===== src/rtl/branch_predictor_if.sv =====
// Purpose : Fetch/execute signal bundle between the pipeline and the branch predictor.
// Params  : DATA_WIDTH - PC/target width.
// Modports: master - pipeline side (drives lookup PC and resolve info, receives prediction)
//           slave  - predictor side (receives lookup PC and resolve info, drives prediction)
// Signals : PCF, PredTakenF, PredTargetF                      - fetch lookup
//           InstrValidE, CtrlE, JumpE, PCE, ActualTakenE,
//           ActualTargetE, PredTakenE, PredTargetE            - execute resolve
//           MispredictE, RedirectPCE                          - flush/redirect
interface branch_predictor_if #(
  parameter int unsigned DATA_WIDTH = 32
);
  logic [DATA_WIDTH-1:0] PCF;
  logic                  PredTakenF;
  logic [DATA_WIDTH-1:0] PredTargetF;
  logic                  InstrValidE;
  logic                  CtrlE;
  logic                  JumpE;
  logic [DATA_WIDTH-1:0] PCE;
  logic                  ActualTakenE;
  logic [DATA_WIDTH-1:0] ActualTargetE;
  logic                  PredTakenE;
  logic [DATA_WIDTH-1:0] PredTargetE;
  logic                  MispredictE;
  logic [DATA_WIDTH-1:0] RedirectPCE;

  modport master (
    output PCF, InstrValidE, CtrlE, JumpE, PCE, ActualTakenE, ActualTargetE,
           PredTakenE, PredTargetE,
    input  PredTakenF, PredTargetF, MispredictE, RedirectPCE
  );

  modport slave (
    input  PCF, InstrValidE, CtrlE, JumpE, PCE, ActualTakenE, ActualTargetE,
           PredTakenE, PredTargetE,
    output PredTakenF, PredTargetF, MispredictE, RedirectPCE
  );
endinterface


===== src/rtl/branch_predictor.sv =====
// Purpose : Dynamic branch predictor: direct-mapped BTB with saturating counters.
//           Fetch lookup is combinational; execute-stage resolves train the table
//           and produce the mispredict flag plus the corrected next PC.
// Ports   : clk, rst (async, active-high)
//           bp - branch_predictor_if.slave (fetch lookup, execute resolve, redirect)
//           BranchCount, MispredictCount - only with BP_PERF_COUNTERS_EN defined
// Option  : `define BP_PERF_COUNTERS_EN adds the two 32-bit performance counters.
module branch_predictor #(
  parameter int unsigned DATA_WIDTH = 32,
  parameter int unsigned ENTRIES    = 16,
  parameter int unsigned TAG_WIDTH  = 8,
  parameter int unsigned CTR_WIDTH  = 2
) (
  input  logic                 clk,
  input  logic                 rst,
  branch_predictor_if.slave    bp
`ifdef BP_PERF_COUNTERS_EN
  ,
  output logic [31:0]          BranchCount,
  output logic [31:0]          MispredictCount
`endif
);

  localparam int unsigned IDX_W  = $clog2(ENTRIES);
  localparam int unsigned TAG_LO = IDX_W + 2;
  localparam int unsigned TAG_HI = TAG_LO + TAG_WIDTH - 1;

  localparam logic [CTR_WIDTH-1:0] CTR_MAX = {CTR_WIDTH{1'b1}};
  localparam logic [CTR_WIDTH-1:0] CTR_MIN = '0;
  // Weakly-not-taken = 0111..., weakly-taken = 1000...
  localparam logic [CTR_WIDTH-1:0] CTR_WNT = CTR_MAX >> 1;
  localparam logic [CTR_WIDTH-1:0] CTR_WT  = ~CTR_WNT;

  // BTB storage
  logic [ENTRIES-1:0]    r_valid;
  logic [TAG_WIDTH-1:0]  r_tag    [ENTRIES];
  logic [DATA_WIDTH-1:0] r_target [ENTRIES];
  logic [CTR_WIDTH-1:0]  r_ctr    [ENTRIES];

  // Fetch-side lookup
  logic [IDX_W-1:0]      w_idx_f;
  logic [TAG_WIDTH-1:0]  w_tag_f;
  logic                  w_hit_f;
  logic                  w_pred_taken_f;
  logic [DATA_WIDTH-1:0] w_pc_plus4_f;

  assign w_idx_f        = bp.PCF[IDX_W+1:2];
  assign w_tag_f        = bp.PCF[TAG_HI:TAG_LO];
  assign w_hit_f        = r_valid[w_idx_f] && (r_tag[w_idx_f] == w_tag_f);
  assign w_pred_taken_f = w_hit_f && r_ctr[w_idx_f][CTR_WIDTH-1];
  assign w_pc_plus4_f   = bp.PCF + DATA_WIDTH'(4);

  assign bp.PredTakenF  = w_pred_taken_f;
  assign bp.PredTargetF = w_pred_taken_f ? r_target[w_idx_f] : w_pc_plus4_f;

  // Execute-side resolve
  logic [IDX_W-1:0]      w_idx_e;
  logic [TAG_WIDTH-1:0]  w_tag_e;
  logic                  w_hit_e;
  logic                  w_tag_match_e;
  logic                  w_act_taken_e;
  logic [DATA_WIDTH-1:0] w_pc_plus4_e;
  logic                  w_update;
  logic                  w_train;
  logic                  w_alloc;
  logic                  w_alias_clr;
  logic                  w_mispredict;
  logic [CTR_WIDTH-1:0]  w_ctr_cur;
  logic [CTR_WIDTH-1:0]  w_ctr_next;

  assign w_idx_e       = bp.PCE[IDX_W+1:2];
  assign w_tag_e       = bp.PCE[TAG_HI:TAG_LO];
  assign w_tag_match_e = (r_tag[w_idx_e] == w_tag_e);
  assign w_hit_e       = r_valid[w_idx_e] && w_tag_match_e;
  assign w_act_taken_e = bp.CtrlE && bp.ActualTakenE;
  assign w_pc_plus4_e  = bp.PCE + DATA_WIDTH'(4);

  assign w_update    = bp.InstrValidE && bp.CtrlE;
  assign w_train     = w_update && w_hit_e;
  assign w_alloc     = w_update && !w_hit_e && bp.ActualTakenE;
  // A non-control instruction that was predicted taken means a stale/aliased entry
  assign w_alias_clr = bp.InstrValidE && !bp.CtrlE && bp.PredTakenE && w_hit_e;

  // Wrong direction, or right (taken) direction with the wrong target
  assign w_mispredict = bp.InstrValidE &&
                        ((bp.PredTakenE != w_act_taken_e) ||
                         (bp.PredTakenE && w_act_taken_e &&
                          (bp.PredTargetE != bp.ActualTargetE)));

  assign bp.MispredictE = w_mispredict;
  assign bp.RedirectPCE = w_act_taken_e ? bp.ActualTargetE : w_pc_plus4_e;

  // Counter value written on train/allocate
  assign w_ctr_cur = r_ctr[w_idx_e];

  always_comb begin
    w_ctr_next = w_ctr_cur;
    if (bp.JumpE) begin
      w_ctr_next = CTR_MAX;
    end else if (!w_hit_e) begin
      w_ctr_next = CTR_WT;
    end else if (bp.ActualTakenE) begin
      if (w_ctr_cur != CTR_MAX) w_ctr_next = w_ctr_cur + CTR_WIDTH'(1);
    end else begin
      if (w_ctr_cur != CTR_MIN) w_ctr_next = w_ctr_cur - CTR_WIDTH'(1);
    end
  end

  // Table update; reads above see the pre-update entry in the same cycle
  always_ff @(posedge clk or posedge rst) begin
    if (rst) begin
      r_valid <= '0;
      for (int i = 0; i < int'(ENTRIES); i++) begin
        r_tag[i]    <= '0;
        r_target[i] <= '0;
        r_ctr[i]    <= CTR_WNT;
      end
    end else begin
      if (w_train) begin
        r_ctr[w_idx_e] <= w_ctr_next;
        if (bp.ActualTakenE) r_target[w_idx_e] <= bp.ActualTargetE;
      end else if (w_alloc) begin
        r_valid[w_idx_e]  <= 1'b1;
        r_tag[w_idx_e]    <= w_tag_e;
        r_target[w_idx_e] <= bp.ActualTargetE;
        r_ctr[w_idx_e]    <= w_ctr_next;
      end else if (w_alias_clr) begin
        r_valid[w_idx_e]  <= 1'b0;
      end
    end
  end

`ifdef BP_PERF_COUNTERS_EN
  logic [31:0] r_branch_count;
  logic [31:0] r_mispredict_count;

  // Free-running event counters, wrap at 2^32
  always_ff @(posedge clk or posedge rst) begin
    if (rst) begin
      r_branch_count     <= '0;
      r_mispredict_count <= '0;
    end else begin
      if (w_update)     r_branch_count     <= r_branch_count + 32'd1;
      if (w_mispredict) r_mispredict_count <= r_mispredict_count + 32'd1;
    end
  end

  assign BranchCount     = r_branch_count;
  assign MispredictCount = r_mispredict_count;
`endif

endmodule


===== src/flat_wrapper.sv =====
// flat-port wrapper written by rule: the top's interface ports become plain ports
module branch_predictor_flat 
#(
  parameter int unsigned DATA_WIDTH = 32,
  parameter int unsigned ENTRIES    = 16,
  parameter int unsigned TAG_WIDTH  = 8,
  parameter int unsigned CTR_WIDTH  = 2
)
  (clk, rst, bp_PCF, bp_InstrValidE, bp_CtrlE, bp_JumpE, bp_PCE, bp_ActualTakenE, bp_ActualTargetE, bp_PredTakenE, bp_PredTargetE, bp_PredTakenF, bp_PredTargetF, bp_MispredictE, bp_RedirectPCE);
  branch_predictor_if #(.DATA_WIDTH(DATA_WIDTH)) bp_i ();
  input  logic clk;
  input  logic rst;
  input wire logic [$bits(bp_i.PCF)-1:0] bp_PCF;
  input wire logic [$bits(bp_i.InstrValidE)-1:0] bp_InstrValidE;
  input wire logic [$bits(bp_i.CtrlE)-1:0] bp_CtrlE;
  input wire logic [$bits(bp_i.JumpE)-1:0] bp_JumpE;
  input wire logic [$bits(bp_i.PCE)-1:0] bp_PCE;
  input wire logic [$bits(bp_i.ActualTakenE)-1:0] bp_ActualTakenE;
  input wire logic [$bits(bp_i.ActualTargetE)-1:0] bp_ActualTargetE;
  input wire logic [$bits(bp_i.PredTakenE)-1:0] bp_PredTakenE;
  input wire logic [$bits(bp_i.PredTargetE)-1:0] bp_PredTargetE;
  output wire logic [$bits(bp_i.PredTakenF)-1:0] bp_PredTakenF;
  output wire logic [$bits(bp_i.PredTargetF)-1:0] bp_PredTargetF;
  output wire logic [$bits(bp_i.MispredictE)-1:0] bp_MispredictE;
  output wire logic [$bits(bp_i.RedirectPCE)-1:0] bp_RedirectPCE;
  assign bp_i.PCF = bp_PCF;
  assign bp_i.InstrValidE = bp_InstrValidE;
  assign bp_i.CtrlE = bp_CtrlE;
  assign bp_i.JumpE = bp_JumpE;
  assign bp_i.PCE = bp_PCE;
  assign bp_i.ActualTakenE = bp_ActualTakenE;
  assign bp_i.ActualTargetE = bp_ActualTargetE;
  assign bp_i.PredTakenE = bp_PredTakenE;
  assign bp_i.PredTargetE = bp_PredTargetE;
  assign bp_PredTakenF = bp_i.PredTakenF;
  assign bp_PredTargetF = bp_i.PredTargetF;
  assign bp_MispredictE = bp_i.MispredictE;
  assign bp_RedirectPCE = bp_i.RedirectPCE;
  branch_predictor #(.DATA_WIDTH(DATA_WIDTH), .ENTRIES(ENTRIES), .TAG_WIDTH(TAG_WIDTH), .CTR_WIDTH(CTR_WIDTH)) u_core (.clk(clk), .rst(rst), .bp(bp_i));
endmodule

===== config.mk =====
export PLATFORM = sky130hd
export DESIGN_NAME = branch_predictor_flat
export DESIGN_NICKNAME = d
export VERILOG_FILES = /design/src/rtl/branch_predictor_if.sv /design/src/rtl/branch_predictor.sv /design/src/flat_wrapper.sv
export SDC_FILE = /design/constraint.sdc
export NUM_CORES = 2
export LEC_CHECK = 0
export CORE_MARGIN = 4
export CORE_UTILIZATION = 47
export CTS_BUF_LIST = sky130_fd_sc_hd__clkbuf_16
export DETAILED_ROUTE_END_ITERATION = 6
export GPL_ROUTABILITY_DRIVEN = 0
export PLACE_DENSITY = 0.63
export SYNTH_ARGS = -nofsm -noshare
export SYNTH_HDL_FRONTEND = slang
export SYNTH_SLANG_ARGS = --single-unit

===== constraint.sdc =====
create_clock -name clk -period 29.5 [get_ports clk]
set_input_delay 2.95 -clock clk [delete_from_list [all_inputs] [get_ports clk]]
set_output_delay 2.95 -clock clk [all_outputs]
set_load 0.01 [all_outputs]

==> results.json <==
{
  "final_max_slew_viol_count": 0,
  "seqCellArea_sq_um": 17240,
  "power.leakage_nw": 17.85,
  "timing.final.crit_share": 0.3574,
  "vias": 23290,
  "setup_viol": 0,
  "max_freq_mhz": 94.86,
  "outcome": "completed",
  "clkLatencyLatePin_ns": 0.63,
  "async_flop_share": 1.000,
  "tritoncts": "yes",
  "ir_worst_vdd_mv": 0.04158,
  "wl_met2_mm": 50.33,
  "cts.sink_count": 688,
  "cts_hold_buf": 0,
  "routed.top_layer": "met5",
  "viasPerCell": 6.155,
  "met3_wirelength_mm": 8.539,
  "hold_violations": 0,
  "max-cap-violations": 0,
  "synthCells": 2685,
  "dieWidth_um": 280.5,
  "synth_cell_types": 47,
  "finalNonFillerCells": 3784,
  "synth_edf_count": 0,
  "fin_crit_ns": 10.54,
  "setup_tns_ns": 0,
  "numPortBuffers": 200,
  "dp.cells": 3654,
  "ys.flop_type": "dfrtp_1",
  "cp.required_ns": 26.55,
  "grt_first_pass_wirelength_mm": 157.1,
  "syn_area_sq_um": 34890,
  "dr.pass1.iters": 5,
  "netlist.area_leader.share": 0.4820,
  "drc": 0,
  "fillers": 6073,
  "rows": 99,
  "rsz0062_at_grt": "false",
  "drt-initial-drc-count": 2338,
  "drive_gt1_frac": 0.3440,
  "clockRootBuffer": "clkbuf_16",
  "numCtsBuffers": 75,
  "max_slew.worst_pin.slew_ns": 1.173,
  "startpoint_type": "primary input",
  "syn_nets": 2826,
  "dieArea_sq_um": 78660,
  "die_h_um": 280.5,
  "relSlewSlack": 0.2181,
  "synth_largest_area_cell": "dfrtp_1",
  "layout.nets": 2913,
  "synthToLayoutAreaGrowth_pct": 14.42,
  "worstHoldPathType": "reg -> reg",
  "cts.htree.levels": 3,
  "grt_max_degree": 192,
  "worst-setup-path-type": "in -> out",
  "ys_ff_latch": 688,
  "fin_worst_skew_ns": 0.01750,
  "final_core_util": 0.5444,
  "antenna_found_initial": 6,
  "drt-met1-wl_mm": 42.52,
  "start_util": 0.4758,
  "cts.repair.resized": 0,
  "place_hpwl_mm": 63.45,
  "ant_nets": 0,
  "grt_pass1_vias": 24320,
  "clk_pin_slew_worst_paths_ns": 0.06,
  "wire_per_inst_um": 27.79,
  "grt_overflow": 0,
  "cts_max_path_buffers": 3,
  "path_max_fanout": 80,
  "routed_wl_mm": 105.2,
  "grtUsageTotal": 0.2669,
  "ys_warn_count": 0,
  "ios": 201,
  "crit_arrival_ns": 7.59,
  "cts_setup_buffers": 0,
  "multi_input_area_sq_um": 16730,
  "ys_seq_area_frac": 0.4940,
  "worst_setup_path_end_kind": "output port",
  "core_area_sq_um": 73330,
  "avgSynthCellArea_sq_um": 12.99,
  "p_per_area_nw_per_um2": 60.18,
  "synth_area_leaders": "dfrtp_1 (48%), mux2_2 (18%), mux4_2 (15%)"
}
## synthesized netlist by cell type (all sizes together) (22+ instances only)
master and number:
o21ai 38, nand3 26, nor2 38, xnor2 75
dfrtp 672, xor2 33, mux2 544, clkbuf 191
mux4 239, inv 27, buf 49, nand4 27
nand2 512, mux2i 22
## cell usage in the layout (no fill, tap or decap), types with 3 or more instances in the layout
cell,netlist,final
or4_1,17,17
a21oi_1,10,10
mux2i_1,22,22
o22a_1,16,16
buf_4,1,50
nand2_1,512,512
nor2b_1,7,7
clkinv_1,0,19
and2_1,3,3
nor2_1,38,22
nand3_1,26,26
o21ai_0,34,34
a22oi_1,4,4
clkinv_2,0,10
xor2_1,33,33
mux4_2,239,239
o41ai_1,16,16
clkbuf_16,0,76
and3_1,10,10
o21ai_1,4,4
nor3_1,7,7
o211ai_1,20,20
nor2_4,0,16
clkdlybuf4s50_1,0,194
dfstp_2,16,16
inv_1,27,40
ha_1,6,6
dfrtp_1,672,672
nand4_1,27,27
nand2b_1,6,6
nor4_1,5,5
a211oi_1,19,19
a32oi_1,16,16
xnor2_1,75,75
mux2_2,544,544
## where the power goes
part | leakage [nW] | internal (mW) | switching (mW) | total (mW)
registers | 9.08 | 1.07 | 0.0711 | 1.14
logic | 7.60 | 0.214 | 0.173 | 0.387
clock network | 1.16 | 0.487 | 0.389 | 0.876
total | 17.8 | 1.77 | 0.633 | 2.40
## state kept, by name, indices dropped and copies added, names as in the netlist, named ones only
name / flops
u_core.r_ctr: 32
u_core.r_tag: 128
u_core.r_target: 512
## routing by layer
layer / up-vias / track usage
li1: 9871 / -
met1: 12280 / 0.3580
met2: 923 / 0.4291
met3: 212 / 0.06865
met4: 6 / 0.08732
met5: - / 0
## through the flow
step / hold slack, ns / total power [mW] / setup WS, ns / instance area [sq um]
floorplan: 0.4409 / 1.411 / 7.287 / 34890
global placement: 0.4532 / 1.520 / 18.95 / 37660
detailed placement: 0.4584 / 1.540 / 18.89 / 37660
CTS: 0.4714 / 2.416 / 18.90 / 39920
global route: 0.4895 / 2.500 / 18.53 / 39920
finish: 0.4740 / 2.402 / 18.96 / 39920
## final timing paths
path	start	end	slack, ns	cells after the start
max reg2reg	u_core.r_tag[34]	u_core.r_tag[85]	25.72	8
min reg2reg	u_core.r_target[420]	u_core.r_target[420]	0.47	2
min	u_core.r_target[420]	u_core.r_target[420]	0.47	2
min in group asynchronous	rst	u_core.r_target[452]	2.91	2
max in group asynchronous	rst	u_core.r_target[13]	24.12	4
max	bp_PCF[2]	bp_PredTargetF[31]	18.96	12
## logic make-up (layout without fill, tap and decap cells)
family,Yosys count,count (layout),share of synthesized area
mux,805,805,0.3362
flops,688,688,0.4940
simple gates,663,663,0.07929
buf+inv,267,405,0.03059
compound gates,148,148,0.03066
xor+xnor,108,108,0.02711
fa+ha+maj,6,6,0.002152
other cells,0,2,0
## worst max-delay path: stages
cell,delay (ns)
buf_8,0.67
buf_4,0.94
and3_1,0.28
nand3_1,0.14
nor3_1,0.23
buf_4,0.22
nand2_1,0.19
nor3_1,0.39
nand3_1,0.16
xnor2_1,0.50
mux2_2,0.27
clkdlybuf4s50_1,0.53
## final cells by class
type                       instances  area share
antenna                            2   0.0001254
clock buffer                      76     0.04764
clock inverter                    52    0.008744
inverter                          27    0.002727
multi-input combinational       1730      0.4190
sequential                       688      0.4318
tap                              959     0.03006
timing repair buffer             250     0.05996
(Power assumes the default switching activity.)
==> RTL edit: new RTL, same flow settings <==
Put a register stage on the output `bp.RedirectPCE`, without a reset. The value now appears one clock later.
--- a/src/rtl/branch_predictor.sv
+++ b/src/rtl/branch_predictor.sv
@@ -90,3 +90,5 @@
   assign bp.MispredictE = w_mispredict;
-  assign bp.RedirectPCE = w_act_taken_e ? bp.ActualTargetE : w_pc_plus4_e;
+  always_ff @(posedge clk) begin
+    bp.RedirectPCE <= w_act_taken_e ? bp.ActualTargetE : w_pc_plus4_e;
+  end
 
Behaviour: not the same (a bounded check fails within 4 cycles, from zero or initial values and one cycle with rst high).
==> RTL edit against the original RTL <==
- critical endpoint is now bp_PredTargetF[2]
- power is 6.3% higher
- global-route usage shrank 1.0 points
- utilization increased by 0.21 points
- non-clock buffer count shrank 3
- design area up 2.3%
- setup slack better by 13 ps
- synthesized cell count fell by 8.9%
- largest cell class unchanged
- sequential cell count is 32 higher
- final cell count shrank 5.4%
- synthesized area is 2.0% higher
- highest routed layer unchanged
- wire length decreased by 1.8%
==> RTL edit: results (changes against the original RTL) <==
synthesis:
  syn_nets: 2587  # -8.5%
  synth_top_cells_by_count: "683 x mux2_2, 672 x dfrtp_1, 223 x mux4_2"
  syn_area_per_cell_um2: 14.5  # +12%
  yosysSeqAreaShare: 0.503  # +0.00849
  synth_warnings: 0  # unchanged
  yosys.area_share.adder: 0.00239  # +0.000240
  synthArstFlopShare: 0.956  # -0.0444
  synth.distinct_cells: 53  # +13%
  synth.area.top_cells: "dfrtp_1 47%, mux2_2 22%, mux4_2 14%"
  synthMuxAreaShare: 0.374  # +0.0383
  synth_compound_area_frac: 0.0252  # -0.00544
  synth_xor_area_frac: 0.0249  # -0.00225
global_routing:
  grt_pass1_vias: 23500  # -3.2%
  grt_max_degree: 178  # -7.3%
  track_usage: 0.257  # -0.0102
  grt_pass1_wl_mm: 155  # -1.6%
finish:
  num-nonclk-inverters: 28  # +3.7%
  multi_input_comb_cells: 1473  # -15%
  area_share_nonclk_buffers: 0.0580  # -0.00200
  nNonClkBuffers: 247  # -1.2%
  multi_input_area_share: 0.410  # -0.00929
  top_regs: "u_core.r_target: 512 flops, u_core.r_tag: 128 flops"
  final-clk-cell-share: 0.0619  # +0.00553
  fillers: 6014  # -0.97%
  antenna_cells: 1  # -1
  drive_gt1_frac: 0.428  # +0.0842
  nets: 2691  # -7.6%
  n_sequential_cell: 720  # +4.7%
  clkbuf_count: 86  # +13%
  fin_area_um2: 40800  # +2.3%
sta:
  fin_worst_skew_ps: 26.3  # +8.82 ps
  holdWs_ps: 463  # -11.2 ps
  slew_headroom: 0.211  # -0.00702
power_and_ir_drop:
  vdd_drop_max_v: 0.0000385  # -7.3%
  p_int_mw: 1.91  # +8.1%
  p_sw_mw: 0.642  # +1.5%
  leakage_nw: 18.0  # +0.69%
  clkPwrFrac: 0.379  # +0.014
drt:
  routed_wl_mm: 103  # -1.8%
  drtIter0Drc: 1839  # -21%
  via_per_inst: 6.14  # -0.31%
  routedWlPerCell_um: 28.8  # +3.8%
worst_setup_path:
  max_stage_delay_ps: 780  # -160 ps
  crit_path_start: "bp_PCF[3]"
  arrival_ps: 7580  # about the same
  path_delay_family: "buffers and inverters"
  rr_startpoint: "u_core.r_tag[111]"
place:
  dp_hpwl_mm: 63.4  # -0.15%
  place_inst: 3437  # -5.9%
  dpl_cell_area_um2: 38300  # +1.7%
min_path:
  min-delay-start: "u_core.r_ctr[18]"
cts:
  cts_made_buffers: 80  # +6.7%
status:
  status: "complete, no violations"
==> RTL edit: changes by cell type after synthesis, moves of 16 or more <==
cell      change
mux4_2       -16
nand2_1     -425
nor2_1       +22
mux2i_1      +32
mux2_2      +139
clkbuf_1     -20
or4_1        -16
dfxtp_1      +32
a22oi_1      +16
a211oi_1     -19
o41ai_1      -16
==> RTL edit: worst paths after layout <==
kind                            cells past startpoint                   end
worst max register to register                      9      u_core.r_tag[18]
max in group asynchronous                           5  u_core.r_target[409]
worst min-delay path                                2      u_core.r_ctr[18]
min in group asynchronous                           2  u_core.r_target[165]
worst max-delay path                               11     bp_PredTargetF[2]
worst min register to register                      2      u_core.r_ctr[18]
==> RTL edit: layer usage <==
metal,share of wire,up-vias,global-route usage
li1,-,9304,-
met1,0.42,11800,0.348
met2,0.48,658,0.412
met3,0.064,180,0.0543
met4,0.038,8,0.0954
met5,0.00046,-,0
